File: src/rtl/mux_arb_nto1.sv
// N-to-1 valid/ready channel selector with ctrl-directed or round-robin grant,
// feeding a registered single-entry output stage and a saturating transfer counter.
module mux_arb_nto1 #(
  parameter int WIDTH  = 32,
  parameter int NUM_IN = 4,
  parameter int CNT_W  = 16,
  localparam int SEL_W = $clog2(NUM_IN)
) (
  input  logic                    clk,
  input  logic                    rst,
  input  logic                    mode,
  input  logic [SEL_W-1:0]        ctrl,
  input  logic [NUM_IN-1:0]       in_valid,
  input  logic [NUM_IN*WIDTH-1:0] in_data,
  output logic [NUM_IN-1:0]       in_ready,
  output logic                    out_valid,
  output logic [WIDTH-1:0]        out_data,
  output logic [SEL_W-1:0]        out_src,
  input  logic                    out_ready,
  output logic [CNT_W-1:0]        xfer_cnt
);

  logic                 vld_p1;
  logic [WIDTH-1:0]     data_p1;
  logic [SEL_W-1:0]     src_p1;
  logic [CNT_W-1:0]     cnt_p1;
  logic [SEL_W-1:0]     ptr;
  logic                 load;
  logic                 gnt_vld;
  logic [SEL_W-1:0]     gnt_idx;
  logic                 xfer;
  logic [WIDTH-1:0]     sel_data;

  function automatic logic [CNT_W-1:0] sat_inc(input logic [CNT_W-1:0] c);
    return (&c) ? c : c + 1'b1;
  endfunction

  function automatic logic [SEL_W-1:0] wrap_inc(input logic [SEL_W-1:0] g);
    return (g == SEL_W'(NUM_IN - 1)) ? '0 : g + 1'b1;
  endfunction

  // Grant: direct index in mode 0, first valid channel scanning up from ptr in mode 1
  always_comb begin
    int idx;
    gnt_vld = 1'b0;
    gnt_idx = '0;
    idx     = 0;
    if (!mode) begin
      for (int i = 0; i < NUM_IN; i++) begin
        if (ctrl == SEL_W'(i) && in_valid[i]) begin
          gnt_vld = 1'b1;
          gnt_idx = SEL_W'(i);
        end
      end
    end else begin
      for (int k = 0; k < NUM_IN; k++) begin
        idx = int'(ptr) + k;
        if (idx >= NUM_IN) idx = idx - NUM_IN;
        if (!gnt_vld && in_valid[idx]) begin
          gnt_vld = 1'b1;
          gnt_idx = SEL_W'(idx);
        end
      end
    end
  end

  assign load     = !vld_p1 || out_ready;
  assign xfer     = load && gnt_vld && !rst;
  assign in_ready = xfer ? (NUM_IN'(1) << gnt_idx) : '0;
  assign sel_data = in_data[int'(gnt_idx)*WIDTH +: WIDTH];

  // Stage p1: output register, counter and round-robin pointer
  always_ff @(posedge clk or posedge rst) begin
    if (rst) begin
      vld_p1  <= 1'b0;
      data_p1 <= '0;
      src_p1  <= '0;
      cnt_p1  <= '0;
      ptr     <= '0;
    end else if (xfer) begin
      vld_p1  <= 1'b1;
      data_p1 <= sel_data;
      src_p1  <= gnt_idx;
      cnt_p1  <= sat_inc(cnt_p1);
      if (mode) ptr <= wrap_inc(gnt_idx);
    end else if (out_ready) begin
      vld_p1  <= 1'b0;
    end
  end

  assign out_valid = vld_p1;
  assign out_data  = data_p1;
  assign out_src   = src_p1;
  assign xfer_cnt  = cnt_p1;

endmodule

File: config.mk
export PLATFORM = sky130hd
export DESIGN_NAME = mux_arb_nto1
export DESIGN_NICKNAME = d
export VERILOG_FILES = /design/src/rtl/mux_arb_nto1.sv
export SDC_FILE = /design/constraint.sdc
export NUM_CORES = 1
export LEC_CHECK = 0
export CAP_MARGIN = 20
export CORE_ASPECT_RATIO = 1.25
export CORE_MARGIN = 2
export CORE_UTILIZATION = 42
export CTS_CLUSTER_DIAMETER = 150
export DETAILED_ROUTE_END_ITERATION = 16
export PLACE_DENSITY = 0.95
export SKIP_CTS_REPAIR_TIMING = 1
export SYNTH_ARGS = -nofsm -noshare
export SYNTH_HDL_FRONTEND = slang
export SYNTH_SLANG_ARGS = --single-unit
File: constraint.sdc
create_clock -name clk -period 5.6 [get_ports clk]
set_input_delay 1.12 -clock clk [delete_from_list [all_inputs] [get_ports clk]]
set_output_delay 1.12 -clock clk [all_outputs]
set_load 0.02 [all_outputs]
-- Word-level counts from Yosys, hierarchy flattened
Index checks and enable logic that the tools add are counted.
- input bits: 138
- register bits after elaboration: 53
- logic and storage cells: 93
- multiplexer cells: 44
- bitwise operators: 1
- $add $sub $neg: 9
- equal/unequal tests: 4
- reduce and logical (&&, ||, !) cells: 20
- magnitude comparators: 8
- shifts and indexed selects: 2
- operators by type and width (cell ; count):
    two-way mux 32 bit ; 8
    < comparator 32 x 4 -> 1 bit (second input constant) ; 4
    indexed part select 128 x 8 -> 32 bit ; 1
    two-way mux 1 bit ; 23
    adder 16 x 1 -> 16 bit (second input constant) ; 1
    two-way mux 2 bit ; 8
    AND reduction 16 bit ; 1
    subtractor 3 x 3 -> 4 bit (second input constant) ; 3
    >= comparator 3 bit (second input constant) ; 3
    logical AND 1 bit ; 9
    binary-select mux 1 bit (select 2 bit) ; 4
    adder 2 x 2 -> 3 bit (second input constant) ; 2
    == test 2 bit (second input constant) ; 3
    zero test 1 bit ; 5
    two-way mux 4 bit ; 1
    AND reduction 2 bit ; 2
    << shifter 1 x 2 -> 4 bit (first input constant) ; 1
    subtractor 2 x 3 -> 4 bit (second input constant) ; 1
    adder 2 x 1 -> 3 bit (second input constant) ; 1
    >= comparator 2 x 3 -> 1 bit (second input constant) ; 1
    adder 2 x 1 -> 2 bit (second input constant) ; 1
    == test 2 x 1 -> 1 bit (second input constant) ; 1
    zero test 2 bit ; 1
    nonzero test 2 bit ; 1
    2 further kinds ; 2

-- Depth between registers and ports, before layout
Gate-level depths: netlist (run 1).
- depth in word-level cells: 23
- depth in mapped cells: 10

-- Worst setup path after synthesis (run 1)
Ideal clock, no wire load.
- kind: in2out
- start: input port in_valid[1]
- end: output port in_ready[3]
- setup slack: 1500 ps
- arrival: 2980 ps
- stages on the path: 9
- cells stage by stage: buf_2 mux4_2 a211oi_1 or4_1 buf_2 or2_1 buf_6 buf_6 nor2_1
- longest elaborated chain between the ends: 20
- elaborated cells on any way between the ends: 42
- classes of those cells: 1 x shift; 32 x mux; 9 x reduce/logical
- ends and longest elaborated chain (what ; line ; source):
    start, declared ; 13 ; input logic [NUM_IN-1:0] in_valid,
    binary-select mux 1 bit (select 2 bit) ; 59 ; if (!gnt_vld && in_valid[idx]) begin
    two-way mux 1 bit (implied by the code) (2 in series) ; 59 ;
    two-way mux 1 bit ; 59 ;
    two-way mux 1 bit ; 48 ; if (!mode) begin
    zero test 1 bit ; 59 ;
    logical AND 1 bit ; 59 ;
    two-way mux 1 bit ; 59 ;
    two-way mux 1 bit ; 48 ;
    [2 not listed] ; n/a ;
    two-way mux 1 bit ; 59 ;
    two-way mux 1 bit ; 48 ;
    zero test 1 bit ; 59 ;
    logical AND 1 bit ; 59 ;
    two-way mux 1 bit ; 59 ;
    two-way mux 1 bit ; 48 ;
    logical AND 1 bit (2 in series) ; 68 ; assign xfer = load && gnt_vld && !rst;
    two-way mux 4 bit (*) ; 69 ; assign in_ready = xfer ? (NUM_IN'(1) << gnt_idx) : '0;
    end, declared ; 15 ; output logic [NUM_IN-1:0] in_ready,
Every way passes the cells marked *; elsewhere a longest branch is shown, timed or not. The select of a mux whose other input is x is not followed.

-- Worst setup path in the final report (run 1)
- start: input port in_valid[2]
- end: output port in_ready[3]
The elaborated chain is that of the path after synthesis.

==> metrics.cfg, run 1 <==
[logic_synthesis]
yosys-top-cells-count = 66 x sky130_fd_sc_hd__mux2i_1, 53 x sky130_fd_sc_hd__dfrtp_1, 41 x sky130_fd_sc_hd__nand2_1
post-synth-top-area-fraction = 0.391
ys_seq_elements = 53
async_reset_ff_frac = 1.00
post_synth_num_cell_types = 43
post_synth_instance_area_mm2 = 0.00339
yosys-top-cells-area = sky130_fd_sc_hd__dfrtp_1 39%, sky130_fd_sc_hd__mux2i_1 19%, sky130_fd_sc_hd__o221ai_2 13%, sky130_fd_sc_hd__nand2_1 4.5%, sky130_fd_sc_hd__xor2_1 3.6%
leading_cell_type_by_number_of_instances_after_synthesis = sky130_fd_sc_hd__mux2i_1
postSynth.topFlopCell = sky130_fd_sc_hd__dfrtp_1
synth.largest_area_cell = sky130_fd_sc_hd__dfrtp_1
sequential_cell_area_fraction_in_the_yosys_report = 0.391
postSynthAreaPerCell_um2 = 10.9
synth-edff-count = 0
ys.warnings.count = 0
synthCells = 311
postSynthNetCount = 450

[sta]
final_max_slew_viol_count = 0
finalSetupViolations = 0
setup-tns-final_ps = 0
grt_setup_unrepaired = false
max-slew-margin-rel = 0.365
post-route-min-period_ps = 5080
post-route-period-util = 0.908
finalHoldViolCount = 0
worst-slew-pin-transition_ps = 949
final.setup_skew_ps = 6.89
fmax_mhz = 197

[power_and_ir_drop]
powerDensity_mw_per_mm2 = 352
net-switching-power_w = 0.000742
vdd_drop_max_uv = 296
seqPwrFrac = 0.328
cellLeakagePower_nw = 2.34
clock_network_fraction_of_design_power = 0.136
switching_share = 0.383
power.combinational.fraction = 0.536
internal_dissipation_w = 0.00119

[worst_setup_path]
timing.critical_path.mode_cell = sky130_fd_sc_hd__clkdlybuf4s50_1
crit_path_end_kind = output pin
path_class = input pin to output pin
crit_family = simple AND/OR/NAND/NOR gates
critical_path.max_stage_delay_ps = 690
worst-endpoint-arrival_ps = 3960
timing.critical_path.buf_inv = 2
cp_cell_sequence = clkdlybuf4s50_1 > nor2b_1 > nand4b_1 > a211oi_1 > or4_2 > or2_2 > nor2_1 > clkdlybuf4s50_1
crit_slowest_cell = sky130_fd_sc_hd__or4_2
crit_required_ps = 4480
timing.critical_path.from_type = input pin
crit_path_max_fanout = 8

[min_path]
path_class_of_the_lowest_slack_min_delay_path = flip-flop to flip-flop

[clocking]
worst_skew_late_latency_ps = 290
root_buffer = sky130_fd_sc_hd__clkbuf_8
cts_tree = yes
cts_max_path_buffers = 2
cts.reportedPaths.clkPinSlew_ps = 90
cts-htree-levels = 2
cts-buffers-inserted = 5
clkSinkCount = 53

[drt]
wl_um = 10500
drt_first_iter_violations = 111
total_length_of_routed_met2_wires_um = 5650
via_per_inst = 5.37
metal_1_wl_um = 3920
wl_met3_um = 817
detail-route-antenna-nets = 0
drc_violations_left = 0
route.top_layer_used = met4
vias = 3159
drt_pre_antenna_iters = 4
drt-wirelength-per-cell_um = 17.9

[final_layout]
drive_above_1_share = 0.118
number_of_nets_at_the_end_of_the_flow = 631
antenna_cells_inserted = 0
final.fill_count = 603
area_growth_pct = 62.0
finalCoreUtilization = 0.701

[flow_run]
cap_viol_max_count = 0

[outcome]
run_status = finished, final reports clean

[placement]
hpwlAfterDp_um = 8340
i_o_buffers = 192
place.gp.congestion = 0.860

[global_route]
global_route_wire_length_before_repair_um = 17000
antenna_found_initial = 0
globalRoute.totalOverflow = 0
via_count_of_the_first_global_routing_pass = 3400
grt_start_max_net_pins = 43
gr_util_all_layers = 0.238

[floorplanning]
io_pins = 193
die_area_mm2 = 0.00881
core_region_area_mm2 = 0.00784
die_h_um = 104
start_util = 0.433
rows = 36
fp.dieW_um = 84.4

[stage by stage]
stage                     setup WS (ps)  total power, W  area [µm²]  hold WS [ps]  cells
after floorplan                    1500         0.00122        3390           589    311
after global placement              587         0.00165        5350           466    579
after detailed placement            514         0.00169        5370           470    580
after CTS                           507         0.00196        5490           493    588
after global routing                393         0.00206        5490           505    588
final                               518         0.00194        5490           487    588
[routing by layer]
layer / global-route usage / vias up
met5: 0 / -
met4: 0.0499 / 0
met3: 0.0659 / 12
met2: 0.444 / 127
met1: 0.267 / 1510
li1: - / 1510
[flip-flops by register name, indices dropped and copies added, names as in the netlist]
| register | cells |
|---|---|
| ptr | 2 |
| out_valid | 1 |
| out_src | 2 |
| out_data | 32 |
| xfer_cnt | 16 |
[placed cells by master, fill, tap and decap left out, types with 2 or more instances in the layout]
master and instances:
sky130_fd_sc_hd__mux2i_1 66, sky130_fd_sc_hd__nand4_1 3, sky130_fd_sc_hd__nor4_2 2, sky130_fd_sc_hd__nor3_1 7, sky130_fd_sc_hd__nor3b_1 4, sky130_fd_sc_hd__clkbuf_8 6
sky130_fd_sc_hd__nor2_1 8, sky130_fd_sc_hd__buf_4 7, sky130_fd_sc_hd__o221ai_1 4, sky130_fd_sc_hd__nor4_1 3, sky130_fd_sc_hd__o221ai_2 29, sky130_fd_sc_hd__a21oi_1 2
sky130_fd_sc_hd__a21boi_0 2, sky130_fd_sc_hd__dfrtp_1 53, sky130_fd_sc_hd__o21ai_0 4, sky130_fd_sc_hd__clkdlybuf4s50_1 192, sky130_fd_sc_hd__or2_2 2, sky130_fd_sc_hd__nand3_1 6
sky130_fd_sc_hd__nor2b_1 7, sky130_fd_sc_hd__mux2_2 3, sky130_fd_sc_hd__xnor2_1 2, sky130_fd_sc_hd__xor2_1 14, sky130_fd_sc_hd__nand2_1 41, sky130_fd_sc_hd__inv_1 5
[power groups by stage]
| stage | registers, W | logic (W) | clock network [W] |
|---|---|---|---|
| floorplan | 0.000778 | 0.000438 | 0 |
| global placement | 0.000630 | 0.00102 | 0 |
| detailed placement | 0.000639 | 0.00105 | 0 |
| CTS | 0.000634 | 0.00105 | 0.000276 |
| global route | 0.000656 | 0.00111 | 0.000291 |
| finish | 0.000635 | 0.00104 | 0.000263 |
[final timing paths]
kind / slack (ps) / from / to / depth (start not counted)
worst max-delay path: 520 / in_valid[2] / in_ready[3] / 8
min in group asynchronous: 1240 / rst / out_data[21] / 2
worst min register to register: 490 / out_src[1] / out_src[1] / 2
max in group asynchronous: 3810 / rst / out_data[31] / 3
worst max register to register: 2960 / ptr[0] / out_data[7] / 7
worst min-delay path: 490 / out_src[1] / out_src[1] / 2
[kinds of logic after synthesis]
logic type                 share of synthesized area
and+or+nand+nor                                0.132
xor gates and xnor gates                      0.0413
buffers and inverters                         0.0498
AOI/OAI and AO/OA                              0.170
DFF                                            0.391
muxes                                          0.211
adders and majority gates                    0.00369
[tightest hold or removal path: cells and delay by family (launching register included)]
kind               cells  cell delay [ps]
AOI/OAI and AO/OA      1               60
DFF                    1              350
and+or+nand+nor        1               40
[final cells by class]
type                            instances  area [µm²]  share of cell area
Timing Repair Buffer                  200        1990               0.363
Clock inverter                          2        37.5             0.00683
Clock buffer                            6        82.6              0.0150
Inverter                                6        22.5             0.00410
Sequential cell                        53        1330               0.241
Multi-Input combinational cell        226        1910               0.348
Tap cell                               95         119              0.0216
Note: power is estimated with default switching activity, not from simulation.
==> inputs of run 2 (changes only) <==
Settings changed: CORE_UTILIZATION 42 to 45, DONT_BUFFER_PORTS set to 1, PLACE_DENSITY 0.95 to 0.68.
==> run 2 against run 1 <==
  * Wire length is 24% lower
  * Combinational power is 55% lower
  * Setup slack better by 530 ps
  * Sequential cell count stayed put
  * Critical path depth is 1 lower
  * Sequential power is 31% higher
  * Global-route usage is 5.9 points lower
  * Hold slack better by 140 ps
  * Sequential share of layout area is 14 points higher
  * Critical endpoint is now in_ready[0]
==> metrics.cfg, run 2 (synthesis gave the netlist of run 1 again) <==
[clocking]
root_buffer = sky130_fd_sc_hd__clkbuf_8
cts-buffers-inserted = 5  ; unchanged
cts_tree = yes
clkSinkCount = 53  ; unchanged
cts.reportedPaths.clkPinSlew_ps = 90  ; about the same
cts-htree-levels = 2  ; unchanged
cts_max_path_buffers = 2  ; unchanged
worst_skew_late_latency_ps = 300  ; about the same

[drt]
drt_pre_antenna_iters = 4  ; unchanged
via_per_inst = 6.18  ; +15%
detail-route-antenna-nets = 0  ; unchanged
vias = 2405  ; -24%
drt_first_iter_violations = 42  ; -62%
drc_violations_left = 0  ; unchanged
drt-wirelength-per-cell_um = 20.5  ; +15%
wl_um = 7980  ; -24%

[sta]
setup-tns-final_ps = 0  ; unchanged
max-slew-margin-rel = 0.276  ; -0.0888
finalSetupViolations = 0  ; unchanged
fmax_mhz = 220  ; +12%
post-route-min-period_ps = 4550  ; -529 ps
finalHoldViolCount = 0  ; unchanged
final_max_slew_viol_count = 0  ; unchanged
worst-slew-pin-transition_ps = 1080  ; +133 ps
final.setup_skew_ps = 8.06  ; +1.17 ps
grt_setup_unrepaired = false
post-route-period-util = 0.813  ; -0.0945

[floorplanning]
fp.dieW_um = 81.6  ; -3.2%
core_region_area_mm2 = 0.00736  ; -6.1%
start_util = 0.461  ; +0.0283
die_area_mm2 = 0.00825  ; -6.4%
rows = 35  ; -2.8%
io_pins = 193  ; unchanged
die_h_um = 101  ; -3.3%

[placement]
place.gp.congestion = 0.800  ; -7.0%
placedInstanceArea_mm2 = 0.00341  ; -36%
hpwlAfterDp_um = 5930  ; -29%
i_o_buffers = 0  ; -100%

[worst_setup_path]
path_class = input pin to output pin
crit_required_ps = 4480  ; about the same
timing.critical_path.from_type = input pin
crit_path_end_kind = output pin
crit_path_max_fanout = 35  ; +27
worst-endpoint-arrival_ps = 3430  ; -530 ps

[final_layout]
largest_register_ffs = 32  ; unchanged
layout_common_cells = 66 x sky130_fd_sc_hd__mux2i_1, 53 x sky130_fd_sc_hd__dfrtp_1, 41 x sky130_fd_sc_hd__nand2_1
drive_above_1_share = 0.178  ; +0.0608
final.fill_count = 681  ; +13%
area_of_the_multi_input_gates_mm2 = 0.00191  ; unchanged
antenna_cells_inserted = 0  ; unchanged
number_of_nets_at_the_end_of_the_flow = 436  ; -31%
register_cell_area_after_layout_mm2 = 0.00133  ; unchanged
finalInstanceArea_mm2 = 0.00350  ; -36%
area_growth_pct = 3.17
layout_commonest_cell = sky130_fd_sc_hd__mux2i_1

[global_route]
gr_util_all_layers = 0.179  ; -0.0591
via_count_of_the_first_global_routing_pass = 2258  ; -34%
global_route_wire_length_before_repair_um = 11300  ; -34%
antenna_found_initial = 0  ; unchanged
grt_start_max_net_pins = 54  ; +26%
globalRoute.totalOverflow = 0  ; unchanged

[power_and_ir_drop]
powerDensity_mw_per_mm2 = 432  ; +23%
cellLeakagePower_nw = 1.57  ; -33%
vdd_drop_max_uv = 227  ; -23%

[flow_run]
cap_viol_max_count = 0  ; unchanged

[min_path]
path_class_of_the_lowest_slack_min_delay_path = flip-flop to flip-flop

[outcome]
run_status = finished, final reports clean

==> run 2: critical path: stages <==
cell and delay, ps:
sky130_fd_sc_hd__nor2b_1 130, sky130_fd_sc_hd__nand4b_1 150, sky130_fd_sc_hd__a211oi_1 80, sky130_fd_sc_hd__or4_2 950
sky130_fd_sc_hd__nand2b_2 300, sky130_fd_sc_hd__buf_4 300, sky130_fd_sc_hd__nor2b_1 400
==> run 2: cell type report <==
| type | count | share of cell area |
|---|---|---|
| tap | 92 | 0.0329 |
| multi-input combinational | 226 | 0.546 |
| clock buffer | 7 | 0.0247 |
| inverter | 6 | 0.00644 |
| sequential | 53 | 0.379 |
| timing repair buffer | 5 | 0.0107 |
==> run 2: per-stage QoR <==
stage	utilization	power, W	hold slack [ps]	std cells	setup WS, ps
2_1_floorplan	-	0.00122	589	311	1500
3_3_place_gp	0.464	0.00130	611	382	1050
3_5_place_dp	0.464	0.00131	613	382	1010
4_1_cts	0.476	0.00153	630	389	1010
5_1_grt	0.476	0.00161	640	389	897
6_report	0.476	0.00151	626	389	1050
==> run 2: worst paths after layout <==
check | from | endpoint | slack [ps] | cells past startpoint
setup / recovery | in_valid[2] | in_ready[0] | 1050 | 7
hold / removal | xfer_cnt[11] | xfer_cnt[11] | 630 | 1
setup reg to reg | ptr[0] | out_data[23] | 2440 | 7
hold reg to reg | xfer_cnt[11] | xfer_cnt[11] | 630 | 1
max in group asynchronous | rst | out_data[29] | 4260 | 2
min in group asynchronous | rst | out_data[19] | 890 | 2
==> run 2: where the power goes <==
part	internal [W]	switching, W	total, W	leakage [nW]
combinational	0.000222	0.000241	0.000463	0.868
clock	0.0000985	0.000119	0.000218	0.0443
sequential	0.000518	0.000314	0.000832	0.653
total	0.000838	0.000675	0.00151	1.57
==> run 2: metal layers <==
layer | routed length, µm | global-route usage
met2 | 4110 | 0.326
met3 | 792 | 0.0573
met4 | 56 | 0.0385
met5 | 0 | 0
met1 | 3020 | 0.201
==> inputs of run 3 (changes only) <==
Clock period 5.6 ns to 4.45 ns, I/O delays scaled along.
==> run 3 against run 2 <==
  * Global-route usage up 0.90 points
  * Total power is 28% higher
  * Register-to-register slack got worse by 1000 ps
  * Wire length is 3.4% higher
  * Highest routed layer unchanged
==> metrics.cfg, run 3 (synthesis gave the netlist of run 1 again) <==
[outcome]
run_status = finished, final reports clean

[worst_setup_path]
crit_slowest_cell = sky130_fd_sc_hd__or4_2
path_class = input pin to output pin
cp_cell_sequence = nor2b_1 > nand4b_1 > a211oi_1 > or4_2 > buf_4 > nand2b_2 > nor2b_1
crit_path_max_fanout = 54  ; +54%
critical_path.max_stage_delay_ps = 660  ; -290 ps
timing.critical_path.buf_inv = 1  ; unchanged
crit_required_ps = 3560  ; -920 ps
timing.critical_path.mode_cell = sky130_fd_sc_hd__nor2b_1
worst-endpoint-arrival_ps = 2940  ; -490 ps
crit_family = simple AND/OR/NAND/NOR gates
crit_path_end_kind = output pin
timing.critical_path.from_type = input pin

[floorplanning]
core_region_area_mm2 = 0.00736  ; unchanged
fp.dieW_um = 81.6  ; unchanged
rows = 35  ; unchanged
io_pins = 193  ; unchanged
start_util = 0.461  ; unchanged
die_area_mm2 = 0.00825  ; unchanged
die_h_um = 101  ; unchanged

[clocking]
cts_tree = yes
clkSinkCount = 53  ; unchanged
cts-buffers-inserted = 5  ; unchanged
root_buffer = sky130_fd_sc_hd__clkbuf_8
cts-htree-levels = 2  ; unchanged
cts_max_path_buffers = 2  ; unchanged
worst_skew_late_latency_ps = 300  ; about the same
cts.reportedPaths.clkPinSlew_ps = 90  ; about the same

[sta]
final.setup_skew_ps = 6.54  ; -1.51 ps
finalSetupViolations = 0  ; unchanged
fmax_mhz = 261
setup-tns-final_ps = 0  ; unchanged
post-route-period-util = 0.861
max-slew-margin-rel = 0.596  ; +0.320
grt_setup_unrepaired = false
worst-slew-pin-transition_ps = 604  ; -477 ps
layout_setup_ws_ps = 620  ; -427 ps
final_max_slew_viol_count = 0  ; unchanged
finalHoldViolCount = 0  ; unchanged
post-route-min-period_ps = 3830

[final_layout]
antenna_cells_inserted = 0  ; unchanged
area_growth_pct = 4.43
final.fill_count = 669  ; -1.8%
largest_register_ffs = 32  ; unchanged
drive_above_1_share = 0.190  ; +0.0115
finalCoreUtilization = 0.481  ; +0.00578
layout_common_cells = 66 x sky130_fd_sc_hd__mux2i_1, 53 x sky130_fd_sc_hd__dfrtp_1, 41 x sky130_fd_sc_hd__nand2_1
layout_commonest_cell = sky130_fd_sc_hd__mux2i_1
number_of_nets_at_the_end_of_the_flow = 438  ; +0.46%
finalInstanceArea_mm2 = 0.00354  ; +1.2%

[power_and_ir_drop]
vdd_drop_max_uv = 257  ; +13%
cellLeakagePower_nw = 1.59  ; +1.6%
powerDensity_mw_per_mm2 = 547  ; +26%
internal_dissipation_w = 0.00108  ; +28%
seqPwrFrac = 0.541  ; -0.009
power.combinational.fraction = 0.307  ; about the same
switching_share = 0.444  ; -0.00218
clock_network_fraction_of_design_power = 0.152  ; +0.008
net-switching-power_w = 0.000859  ; +27%
finalPower_w = 0.00194  ; +28%

[global_route]
globalRoute.totalOverflow = 0  ; unchanged
grt_start_max_net_pins = 56  ; +3.7%
gr_util_all_layers = 0.188  ; +0.00898
via_count_of_the_first_global_routing_pass = 2341  ; +3.7%
global_route_wire_length_before_repair_um = 11800  ; +4.2%
antenna_found_initial = 0  ; unchanged

[drt]
drc_violations_left = 0  ; unchanged
via_per_inst = 6.13  ; -0.89%
detail-route-antenna-nets = 0  ; unchanged
drt-wirelength-per-cell_um = 21.1  ; +2.7%
wl_um = 8260  ; +3.4%
vias = 2402  ; -0.12%
drt_first_iter_violations = 75  ; +79%
drt_pre_antenna_iters = 4  ; unchanged

[placement]
dpl_worst_slack_ps = 634  ; -375 ps
i_o_buffers = 0  ; unchanged
place.gp.congestion = 0.778  ; -2.7%
placedInstanceArea_mm2 = 0.00344  ; +0.81%
hpwlAfterDp_um = 6090  ; +2.7%

[min_path]
path_class_of_the_lowest_slack_min_delay_path = input pin to asynchronous set/reset pin

[flow_run]
cap_viol_max_count = 0  ; unchanged

-- run 3: worst paths after layout --
kind,startpoint,to,slack [ps],cells after the start
worst max-delay path,in_valid[2],in_ready[0],620,7
worst min-delay path,rst,out_data[22],480,1
worst max register to register,ptr[0],out_data[21],1420,7
worst min register to register,xfer_cnt[11],xfer_cnt[11],630,1
max in group asynchronous,rst,ptr[1],3180,2
min in group clk,xfer_cnt[11],xfer_cnt[11],630,1
-- run 3: power groups by stage --
stage               sequential (W)  clock, W  combinational (W)
global route               0.00107  0.000329           0.000662
floorplan                 0.000979         0           0.000552
finish                     0.00105  0.000294           0.000594
global placement           0.00106         0           0.000582
CTS                        0.00105  0.000312           0.000605
detailed placement         0.00105         0           0.000606
-- run 3: per-stage QoR --
stage,hold slack [ps],std cells
4_1_cts,484,392
6_report,481,392
3_3_place_gp,613,384
3_5_place_dp,610,384
5_1_grt,501,392
2_1_floorplan,589,311
-- run 3: area by class of cell --
| class | instances | area, µm² | share of cell area |
|---|---|---|---|
| multi-input combinational | 226 | 1910 | 0.540 |
| sequential | 53 | 1330 | 0.375 |
| tap | 92 | 115 | 0.0325 |
| clock buffer | 7 | 96.3 | 0.0272 |
| timing repair buffer | 7 | 65.1 | 0.0184 |
| inverter | 6 | 22.5 | 0.00636 |
| clock inverter | 1 | 5.00 | 0.00141 |
-- run 3: layer usage --
layer / vias up / part of all wire / track usage
met1: 1145 / 0.40 / 0.226
met5: - / 0 / 0
met4: 0 / 0.0022 / 0.0346
met3: 2 / 0.090 / 0.0556
li1: 1125 / - / -
met2: 130 / 0.51 / 0.332
